==> config.mk <==
export PLATFORM = sky130hd
export DESIGN_NAME = lsu_dcache_arb_flat
export DESIGN_NICKNAME = d
export VERILOG_FILES = /design/src/rtl/lsu_dcache_arb_pkg.sv /design/src/rtl/lsu_dcache_arb_if.sv /design/src/rtl/lsu_dcache_arb_owner_fifo.sv /design/src/rtl/lsu_dcache_arb.sv /design/src/flat_wrapper.sv
export SDC_FILE = /design/constraint.sdc
export NUM_CORES = 1
export LEC_CHECK = 0
export CORE_MARGIN = 2
export CORE_UTILIZATION = 35
export DETAILED_ROUTE_END_ITERATION = 12
export GPL_ROUTABILITY_DRIVEN = 1
export MAX_ROUTING_LAYER = met4
export PLACE_DENSITY = 0.74
export SETUP_SLACK_MARGIN = 0.3
export SYNTH_ARGS = -nofsm -noshare
export SYNTH_HDL_FRONTEND = slang
export SYNTH_SLANG_ARGS = --single-unit
==> constraint.sdc <==
create_clock -name clk -period 4.66 [get_ports clk]
set_clock_uncertainty 0.2 [all_clocks]
set_input_delay 0.932 -clock clk [delete_from_list [all_inputs] [get_ports clk]]
set_output_delay 0.932 -clock clk [all_outputs]
set_load 0.005 [all_outputs]
==> src/rtl/lsu_dcache_arb_pkg.sv <==
// Shared types for the LSU/DCache request arbiter: request and response payloads
// and the owner tag carried through the in-flight tracking FIFO.
package lsu_dcache_arb_pkg;

  typedef struct packed {
    logic [1:0]  op;
    logic [5:0]  rob_id;
    logic [31:0] addr;
    logic [31:0] wdata;
  } iq_lsu_pkg_t;

  typedef struct packed {
    logic [5:0]  rob_id;
    logic [31:0] rdata;
    logic        exc;
  } lsu_iq_pkg_t;

  typedef enum logic {
    OWNER_IQ = 1'b0,
    OWNER_SB = 1'b1
  } lsu_owner_e;

endpackage

==> src/rtl/lsu_dcache_arb_if.sv <==
// Request/response channels around the DCache arbiter; the slave modport is the
// arbiter's view, the master modport is the surrounding LSU/DCache environment.
interface lsu_dcache_arb_if;
  import lsu_dcache_arb_pkg::*;

  logic        flush;
  logic        iq_valid_i;
  logic        iq_ready_o;
  iq_lsu_pkg_t iq_req_i;
  logic        sb_valid_i;
  logic        sb_ready_o;
  iq_lsu_pkg_t sb_req_i;
  logic        dc_valid_o;
  logic        dc_ready_i;
  iq_lsu_pkg_t dc_req_o;
  logic        dc_resp_valid_i;
  logic        dc_resp_ready_o;
  lsu_iq_pkg_t dc_resp_i;
  logic        iq_resp_valid_o;
  logic        iq_resp_ready_i;
  logic        sb_resp_valid_o;
  logic        sb_resp_ready_i;
  lsu_iq_pkg_t resp_o;
  logic        err_o;

  modport slave (
    input  flush, iq_valid_i, iq_req_i, sb_valid_i, sb_req_i, dc_ready_i,
           dc_resp_valid_i, dc_resp_i, iq_resp_ready_i, sb_resp_ready_i,
    output iq_ready_o, sb_ready_o, dc_valid_o, dc_req_o, dc_resp_ready_o,
           iq_resp_valid_o, sb_resp_valid_o, resp_o, err_o
  );

  modport master (
    output flush, iq_valid_i, iq_req_i, sb_valid_i, sb_req_i, dc_ready_i,
           dc_resp_valid_i, dc_resp_i, iq_resp_ready_i, sb_resp_ready_i,
    input  iq_ready_o, sb_ready_o, dc_valid_o, dc_req_o, dc_resp_ready_o,
           iq_resp_valid_o, sb_resp_valid_o, resp_o, err_o
  );

endinterface

==> src/rtl/lsu_dcache_arb_owner_fifo.sv <==
// In-order FIFO of {owner, killed} for requests in flight at the DCache; a bulk
// kill marks every IQ-owned entry so its response is later dropped.
module lsu_owner_fifo
  import lsu_dcache_arb_pkg::*;
#(
  parameter int DEPTH = 4
) (
  input  logic                   clk,
  input  logic                   rst,
  input  logic                   push,
  input  lsu_owner_e             push_owner,
  input  logic                   push_killed,
  input  logic                   pop,
  input  logic                   kill,
  output lsu_owner_e             head_owner,
  output logic                   head_killed,
  output logic                   empty,
  output logic [$clog2(DEPTH):0] cnt
);

  localparam int PW = $clog2(DEPTH);
  localparam int CW = PW + 1;

  lsu_owner_e       owner_r [DEPTH];
  logic [DEPTH-1:0] killed_r;
  logic [PW-1:0]    wr_ptr_r;
  logic [PW-1:0]    rd_ptr_r;
  logic [CW-1:0]    cnt_r;

  // Storage, pointers and occupancy; a push after the kill loop keeps its own killed flag.
  always_ff @(posedge clk or posedge rst) begin
    if (rst) begin
      for (int i = 0; i < DEPTH; i++) begin
        owner_r[i] <= OWNER_IQ;
      end
      killed_r <= '0;
      wr_ptr_r <= '0;
      rd_ptr_r <= '0;
      cnt_r    <= '0;
    end else begin
      for (int i = 0; i < DEPTH; i++) begin
        if (kill && (owner_r[i] == OWNER_IQ)) begin
          killed_r[i] <= 1'b1;
        end
      end
      if (push) begin
        owner_r[wr_ptr_r]  <= push_owner;
        killed_r[wr_ptr_r] <= push_killed;
        wr_ptr_r           <= wr_ptr_r + PW'(1);
      end
      if (pop) begin
        rd_ptr_r <= rd_ptr_r + PW'(1);
      end
      case ({push, pop})
        2'b10:   cnt_r <= cnt_r + CW'(1);
        2'b01:   cnt_r <= cnt_r - CW'(1);
        default: cnt_r <= cnt_r;
      endcase
    end
  end

  assign head_owner  = owner_r[rd_ptr_r];
  assign head_killed = killed_r[rd_ptr_r];
  assign empty       = (cnt_r == CW'(0));
  assign cnt         = cnt_r;

endmodule

==> src/rtl/lsu_dcache_arb.sv <==
// Arbitrates LSU issue-queue and committed-store requests onto the single DCache port,
// tracks in-flight owners in order and steers responses back, dropping flushed IQ ones.
module lsu_dcache_arb
  import lsu_dcache_arb_pkg::*;
#(
  parameter int OUTSTANDING  = 4,
  parameter int STARVE_LIMIT = 8
) (
  input logic             clk,
  input logic             rst,
  lsu_dcache_arb_if.slave bus
);

  localparam int CW = $clog2(OUTSTANDING) + 1;
  localparam int SW = $clog2(STARVE_LIMIT + 1);

  logic          out_valid_r;
  lsu_owner_e    out_owner_r;
  iq_lsu_pkg_t   out_req_r;
  logic [SW-1:0] starve_cnt_r;
  logic          err_r;

  logic [CW-1:0] fifo_cnt_s;
  logic          fifo_empty_s;
  lsu_owner_e    head_owner_s;
  logic          head_killed_s;

  logic dc_fire_s;
  logic load_ok_s;
  logic starved_s;
  logic sb_wins_s;
  logic iq_wins_s;
  logic iq_ready_s;
  logic sb_ready_s;
  logic iq_load_s;
  logic sb_load_s;
  logic withdraw_s;
  logic push_killed_s;
  logic resp_pop_s;
  logic dc_resp_ready_s;
  logic iq_resp_valid_s;
  logic sb_resp_valid_s;

  assign dc_fire_s = out_valid_r & bus.dc_ready_i;
  // The slot for the request being loaded is reserved now; a same-cycle pop is not credited.
  assign load_ok_s = (~out_valid_r | dc_fire_s) &
                     ((fifo_cnt_s + CW'(dc_fire_s)) < CW'(OUTSTANDING));

  assign starved_s  = (starve_cnt_r == SW'(STARVE_LIMIT));
  assign sb_wins_s  = bus.sb_valid_i & (starved_s | ~bus.iq_valid_i);
  assign iq_wins_s  = bus.iq_valid_i & ~sb_wins_s;
  assign iq_ready_s = load_ok_s & ~bus.flush & iq_wins_s;
  assign sb_ready_s = load_ok_s & sb_wins_s;
  assign iq_load_s  = iq_ready_s & bus.iq_valid_i;
  assign sb_load_s  = sb_ready_s & bus.sb_valid_i;

  assign withdraw_s    = bus.flush & out_valid_r & (out_owner_r == OWNER_IQ) & ~dc_fire_s;
  assign push_killed_s = bus.flush & (out_owner_r == OWNER_IQ);

  // Output stage: load on grant, retire on fire, withdraw a pending IQ request on flush.
  always_ff @(posedge clk or posedge rst) begin
    if (rst) begin
      out_valid_r <= 1'b0;
      out_owner_r <= OWNER_IQ;
      out_req_r   <= '0;
    end else if (sb_load_s) begin
      out_valid_r <= 1'b1;
      out_owner_r <= OWNER_SB;
      out_req_r   <= bus.sb_req_i;
    end else if (iq_load_s) begin
      out_valid_r <= 1'b1;
      out_owner_r <= OWNER_IQ;
      out_req_r   <= bus.iq_req_i;
    end else if (dc_fire_s | withdraw_s) begin
      out_valid_r <= 1'b0;
    end
  end

  // Store-drain starvation counter: saturating count of lost arbitration cycles.
  always_ff @(posedge clk or posedge rst) begin
    if (rst) begin
      starve_cnt_r <= '0;
    end else if (sb_load_s) begin
      starve_cnt_r <= '0;
    end else if (bus.sb_valid_i & ~sb_ready_s & ~starved_s) begin
      starve_cnt_r <= starve_cnt_r + SW'(1);
    end
  end

  // Sticky error: a response arrived with nothing in flight.
  always_ff @(posedge clk or posedge rst) begin
    if (rst) begin
      err_r <= 1'b0;
    end else if (bus.dc_resp_valid_i & fifo_empty_s) begin
      err_r <= 1'b1;
    end
  end

  // Response steering by FIFO head; killed or orphan responses are accepted and dropped.
  always_comb begin
    iq_resp_valid_s = 1'b0;
    sb_resp_valid_s = 1'b0;
    dc_resp_ready_s = 1'b1;
    if (fifo_empty_s | head_killed_s) begin
      dc_resp_ready_s = 1'b1;
    end else if (head_owner_s == OWNER_SB) begin
      sb_resp_valid_s = bus.dc_resp_valid_i;
      dc_resp_ready_s = bus.sb_resp_ready_i;
    end else begin
      iq_resp_valid_s = bus.dc_resp_valid_i;
      dc_resp_ready_s = bus.iq_resp_ready_i;
    end
  end

  assign resp_pop_s = bus.dc_resp_valid_i & dc_resp_ready_s & ~fifo_empty_s;

  lsu_owner_fifo #(
    .DEPTH(OUTSTANDING)
  ) u_owner_fifo (
    .clk         (clk),
    .rst         (rst),
    .push        (dc_fire_s),
    .push_owner  (out_owner_r),
    .push_killed (push_killed_s),
    .pop         (resp_pop_s),
    .kill        (bus.flush),
    .head_owner  (head_owner_s),
    .head_killed (head_killed_s),
    .empty       (fifo_empty_s),
    .cnt         (fifo_cnt_s)
  );

  assign bus.iq_ready_o      = iq_ready_s;
  assign bus.sb_ready_o      = sb_ready_s;
  assign bus.dc_valid_o      = out_valid_r;
  assign bus.dc_req_o        = out_req_r;
  assign bus.dc_resp_ready_o = dc_resp_ready_s;
  assign bus.iq_resp_valid_o = iq_resp_valid_s;
  assign bus.sb_resp_valid_o = sb_resp_valid_s;
  assign bus.resp_o          = bus.dc_resp_i;
  assign bus.err_o           = err_r;

endmodule

==> src/flat_wrapper.sv <==
// flat-port wrapper written by rule: the top's interface ports become plain ports
module lsu_dcache_arb_flat import lsu_dcache_arb_pkg::*;
#(
  parameter int OUTSTANDING  = 4,
  parameter int STARVE_LIMIT = 8
)
  (clk, rst, bus_flush, bus_iq_valid_i, bus_iq_req_i, bus_sb_valid_i, bus_sb_req_i, bus_dc_ready_i, bus_dc_resp_valid_i, bus_dc_resp_i, bus_iq_resp_ready_i, bus_sb_resp_ready_i, bus_iq_ready_o, bus_sb_ready_o, bus_dc_valid_o, bus_dc_req_o, bus_dc_resp_ready_o, bus_iq_resp_valid_o, bus_sb_resp_valid_o, bus_resp_o, bus_err_o);
  lsu_dcache_arb_if bus_i ();
  input logic clk;
  input logic rst;
  input wire logic [$bits(bus_i.flush)-1:0] bus_flush;
  input wire logic [$bits(bus_i.iq_valid_i)-1:0] bus_iq_valid_i;
  input wire logic [$bits(bus_i.iq_req_i)-1:0] bus_iq_req_i;
  input wire logic [$bits(bus_i.sb_valid_i)-1:0] bus_sb_valid_i;
  input wire logic [$bits(bus_i.sb_req_i)-1:0] bus_sb_req_i;
  input wire logic [$bits(bus_i.dc_ready_i)-1:0] bus_dc_ready_i;
  input wire logic [$bits(bus_i.dc_resp_valid_i)-1:0] bus_dc_resp_valid_i;
  input wire logic [$bits(bus_i.dc_resp_i)-1:0] bus_dc_resp_i;
  input wire logic [$bits(bus_i.iq_resp_ready_i)-1:0] bus_iq_resp_ready_i;
  input wire logic [$bits(bus_i.sb_resp_ready_i)-1:0] bus_sb_resp_ready_i;
  output wire logic [$bits(bus_i.iq_ready_o)-1:0] bus_iq_ready_o;
  output wire logic [$bits(bus_i.sb_ready_o)-1:0] bus_sb_ready_o;
  output wire logic [$bits(bus_i.dc_valid_o)-1:0] bus_dc_valid_o;
  output wire logic [$bits(bus_i.dc_req_o)-1:0] bus_dc_req_o;
  output wire logic [$bits(bus_i.dc_resp_ready_o)-1:0] bus_dc_resp_ready_o;
  output wire logic [$bits(bus_i.iq_resp_valid_o)-1:0] bus_iq_resp_valid_o;
  output wire logic [$bits(bus_i.sb_resp_valid_o)-1:0] bus_sb_resp_valid_o;
  output wire logic [$bits(bus_i.resp_o)-1:0] bus_resp_o;
  output wire logic [$bits(bus_i.err_o)-1:0] bus_err_o;
  assign bus_i.flush = bus_flush;
  assign bus_i.iq_valid_i = bus_iq_valid_i;
  assign bus_i.iq_req_i = bus_iq_req_i;
  assign bus_i.sb_valid_i = bus_sb_valid_i;
  assign bus_i.sb_req_i = bus_sb_req_i;
  assign bus_i.dc_ready_i = bus_dc_ready_i;
  assign bus_i.dc_resp_valid_i = bus_dc_resp_valid_i;
  assign bus_i.dc_resp_i = bus_dc_resp_i;
  assign bus_i.iq_resp_ready_i = bus_iq_resp_ready_i;
  assign bus_i.sb_resp_ready_i = bus_sb_resp_ready_i;
  assign bus_iq_ready_o = bus_i.iq_ready_o;
  assign bus_sb_ready_o = bus_i.sb_ready_o;
  assign bus_dc_valid_o = bus_i.dc_valid_o;
  assign bus_dc_req_o = bus_i.dc_req_o;
  assign bus_dc_resp_ready_o = bus_i.dc_resp_ready_o;
  assign bus_iq_resp_valid_o = bus_i.iq_resp_valid_o;
  assign bus_sb_resp_valid_o = bus_i.sb_resp_valid_o;
  assign bus_resp_o = bus_i.resp_o;
  assign bus_err_o = bus_i.err_o;
  lsu_dcache_arb #(.OUTSTANDING(OUTSTANDING), .STARVE_LIMIT(STARVE_LIMIT)) u_core (.clk(clk), .rst(rst), .bus(bus_i));
endmodule
==> results of run 1 <==
-- state kept, by name, summed over array words and instances, names as in the netlist --
signal and cells:
u_core.bus.err_o 1, u_core.u_owner_fifo.wr_ptr_r 2, u_core.u_owner_fifo.killed_r 4, u_core.u_owner_fifo.owner_r 4, u_core.starve_cnt_r 4, u_core.out_owner_r 1
u_core.u_owner_fifo.cnt 3, u_core.bus.dc_valid_o 1, u_core.bus.dc_req_o 72, u_core.u_owner_fifo.rd_ptr_r 2
-- final cells by class --
type,instances,area share [%]
Clock inverter,5,1.052
Sequential cell,94,29.52
Clock buffer,11,2.921
Multi-Input combinational cell,368,31.88
Inverter,13,0.6438
Timing Repair Buffer,244,30.56
Antenna cell,1,0.03141
Tap cell,216,3.392
-- cell usage in the layout, fill, tap and decap left out, types with 6 or more instances in the layout --
cell             synthesis  layout
nand4_1                 73      73
buf_4                   41      11
nor2_1                   7       7
a31oi_1                 72      72
nor4_1                  72      72
o21ai_0                 10      10
ha_1                     7       7
o31ai_1                 73      73
nand3_1                  6       6
inv_1                   13      12
nand2_1                 13      13
clkdlybuf4s50_1          0     231
dfrtp_1                 94      94
clkbuf_16                0       9
-- worst max path at each step --
stage,from,end
5_1_grt,bus_dc_ready_i,bus_sb_ready_o
3_3_place_gp,bus_dc_ready_i,bus_sb_ready_o
3_5_place_dp,bus_dc_ready_i,bus_sb_ready_o
4_1_cts,bus_dc_ready_i,bus_sb_ready_o
2_1_floorplan,rst,u_core.bus.dc_req_o[0]$_DFFE_PP0P_
6_report,bus_dc_ready_i,bus_sb_ready_o
-- through the flow --
stage | worst slack (ns) | hold slack, ns | instance area (sq um) | utilization, % | power [mW]
floorplan | 1.079 | 0.2416 | 5563 | - | 2.783
detailed placement | 0.4577 | 0.2618 | 7649 | 48.68 | 3.925
global route | 0.3329 | 0.3099 | 7968 | 50.71 | 5.035
global placement | 0.4857 | 0.2574 | 7649 | 48.68 | 3.881
finish | 0.4443 | 0.2775 | 7968 | 50.71 | 4.731
CTS | 0.4368 | 0.2813 | 7965 | 50.69 | 4.757
-- where the power goes --
part | leakage [nW] | internal [mW] | switching (mW) | total [mW]
Combinational | 1.65 | 1.19 | 1.23 | 2.42
Clock | 0.146 | 0.473 | 0.335 | 0.808
Sequential | 1.09 | 1.23 | 0.279 | 1.51
Total | 2.88 | 2.89 | 1.84 | 4.73
-- cell families after synthesis --
group | count (synthesis)
and+or+nand+nor | 180
buffers and inverters | 132
AOI/OAI and AO/OA | 167
adders and majority gates | 8
muxes | 5
DFF | 94
xor gates and xnor gates | 8
-- layer usage --
| metal | vias up | global-route usage (%) |
|---|---|---|
| met5 | - | - |
| met4 | 0 | 8.286 |
| met3 | 29 | 3.239 |
| met2 | 237 | 37.02 |
| met1 | 2715 | 28.30 |
| li1 | 2591 | - |
==> impl_metrics.toml, run 1 <==
[routing]
drt_iter0_drc = 296
wl_met3_mm = 1.212
firstDrtPassIters = 4
routedWlPerCell_um = 20.02
maxUsedRoutingLayer = "met4"
route.antenna.remaining_nets = 0
wl_met2_mm = 9.421
vias_per_cell = 5.853
m1WireLength_mm = 8.046
routed_wl_mm = 19.06
vias = 5572
drcViolationCount = 0

[yosys]
synth-adder-area-share_pct = 1.934
synth_compound_area_share_pct = 20.51
synth_xor_area_share_pct = 1.260
synth_top_cells_by_count = "94 x dfrtp_1, 73 x nand4_1, 73 x o31ai_1"
synth_top_area_cell = "dfrtp_1"
synth_top_family_by_area = "compound AO/OA/AOI/OAI gates"
synthMuxAreaShare_pct = 1.552
synthTopCellsByArea = "dfrtp_1 42%, o31ai_1 9.9%, nand4_1 8.2%"
synthFlopType = "dfrtp_1"
synth_cells = 594
synth_edf_count = 0
syn_nets = 794
syn-cell-area_sq_um = 5563
yosysSeqAreaShare_pct = 42.29
synthSimpleGateAreaFrac_pct = 19.52
yosys.area.top_type_share_pct = 42.29
synth-async-reset-ratio_pct = 100.0
yosysUniqueCellTypes = 39
synth_seq_cells = 94
synth_most_common_cell = "dfrtp_1"
synth_warnings = 0
avgSynthCellArea_sq_um = 9.365

[global_route]
grt_start_max_net_pins = 92
grt_usage_pct = 22.51
grt_pass1_vias = 5492
grt_pass1_wl_mm = 29.20
antenna_found_initial = 1
grt-ovfl-total = 0

[hold_path]
min_from = "u_core.bus.err_o$_DFFE_PP0P_"
hold_path.class = "reg2reg"
holdPathEnd = "u_core.bus.err_o$_DFFE_PP0P_"
holdPathStages = 1

[sta]
timing.fmax_ghz = 0.2372
hold_violations = 0
min_period_ns = 4.216
finalCritPeriodShare_pct = 90.47
setup_violations = 0
grt_setup_unrepaired = "no"
slew_viol_final = 0
final.setup.tns_ns = 0
worstMarginPinSlew_ns = 1.010
relSlewSlack_pct = 32.69

[floorplanning]
io-pin-count = 310
core_sq_um = 15710
die_w_um = 130.1
start_util_pct = 35.40
die-area_sq_um = 16920
die_h_um = 130.1
placementRows = 46

[worst_setup_path]
cp_common_cell = "clkdlybuf4s50_1"
r2r-start = "u_core.u_owner_fifo.rd_ptr_r[0]$_DFFE_PP0P_"
worstRegToRegCells = 9
cp_top_family = "buffers and inverters"
worstPathMaxFanout = 8
r2r_end = "u_core.u_owner_fifo.cnt[2]$_DFFE_PP0P_"
cp_slowest_stage_delay_ns = 0.68
path_depth = 6
cp_slowest_cell = "clkdlybuf4s50_1"
required_ns = 3.53
crit_arrival_ns = 3.08
r2r_setup_slack_ns = 1.73
cp_num_buf_inv = 3
crit_chain = "clkdlybuf4s50_1 -> nand2_2 -> o21a_4 -> or3_4 -> inv_1 -> clkdlybuf4s50_1"
crit_path_end_kind = "output pin"
path_class = "in2out"
startpoint_type = "input pin"

[place]
dp_hpwl_mm = 11.39
gp_congestion = 0.7945
placedCellCount = 935
port-buffer-count = 231

[power]
irDropWorstVdd_v = 0.0004027
p_per_area_nw_per_um2 = 593.7
p_leak_nw = 2.879

[finish]
drive_gt1_share_pct = 5.714
synthToLayoutAreaGrowth_pct = 43.23
multi_input_area_sq_um = 2540
n_fill_cell = 1455
seq_area_sq_um = 2352
instances_no_fill = 952
layout.nets = 930

[cts]
clock-root-buffer = "clkbuf_16"
numCtsBuffers = 9
clkTransAtPathRegs_ns = 0.07
postCtsHoldBufs = 0
cts_resized = 0
post_cts_buffers = 0
clk_latency_ns = 0.34
h-tree-depth = 3
tritoncts = "yes"
clockBufferDepth = 2
cts.sinks = 94

[flow_run]
maxCapViolCount = 0

[status]
run_status = "finished, final reports clean"
Note: power is estimated with default switching activity, not from simulation.
==> inputs of run 2 (changes only) <==
Settings changed: GPL_ROUTABILITY_DRIVEN 1 to unset.
==> results of run 2 <==
Same layout as run 1: the final DEF is identical, and so are final timing and power.
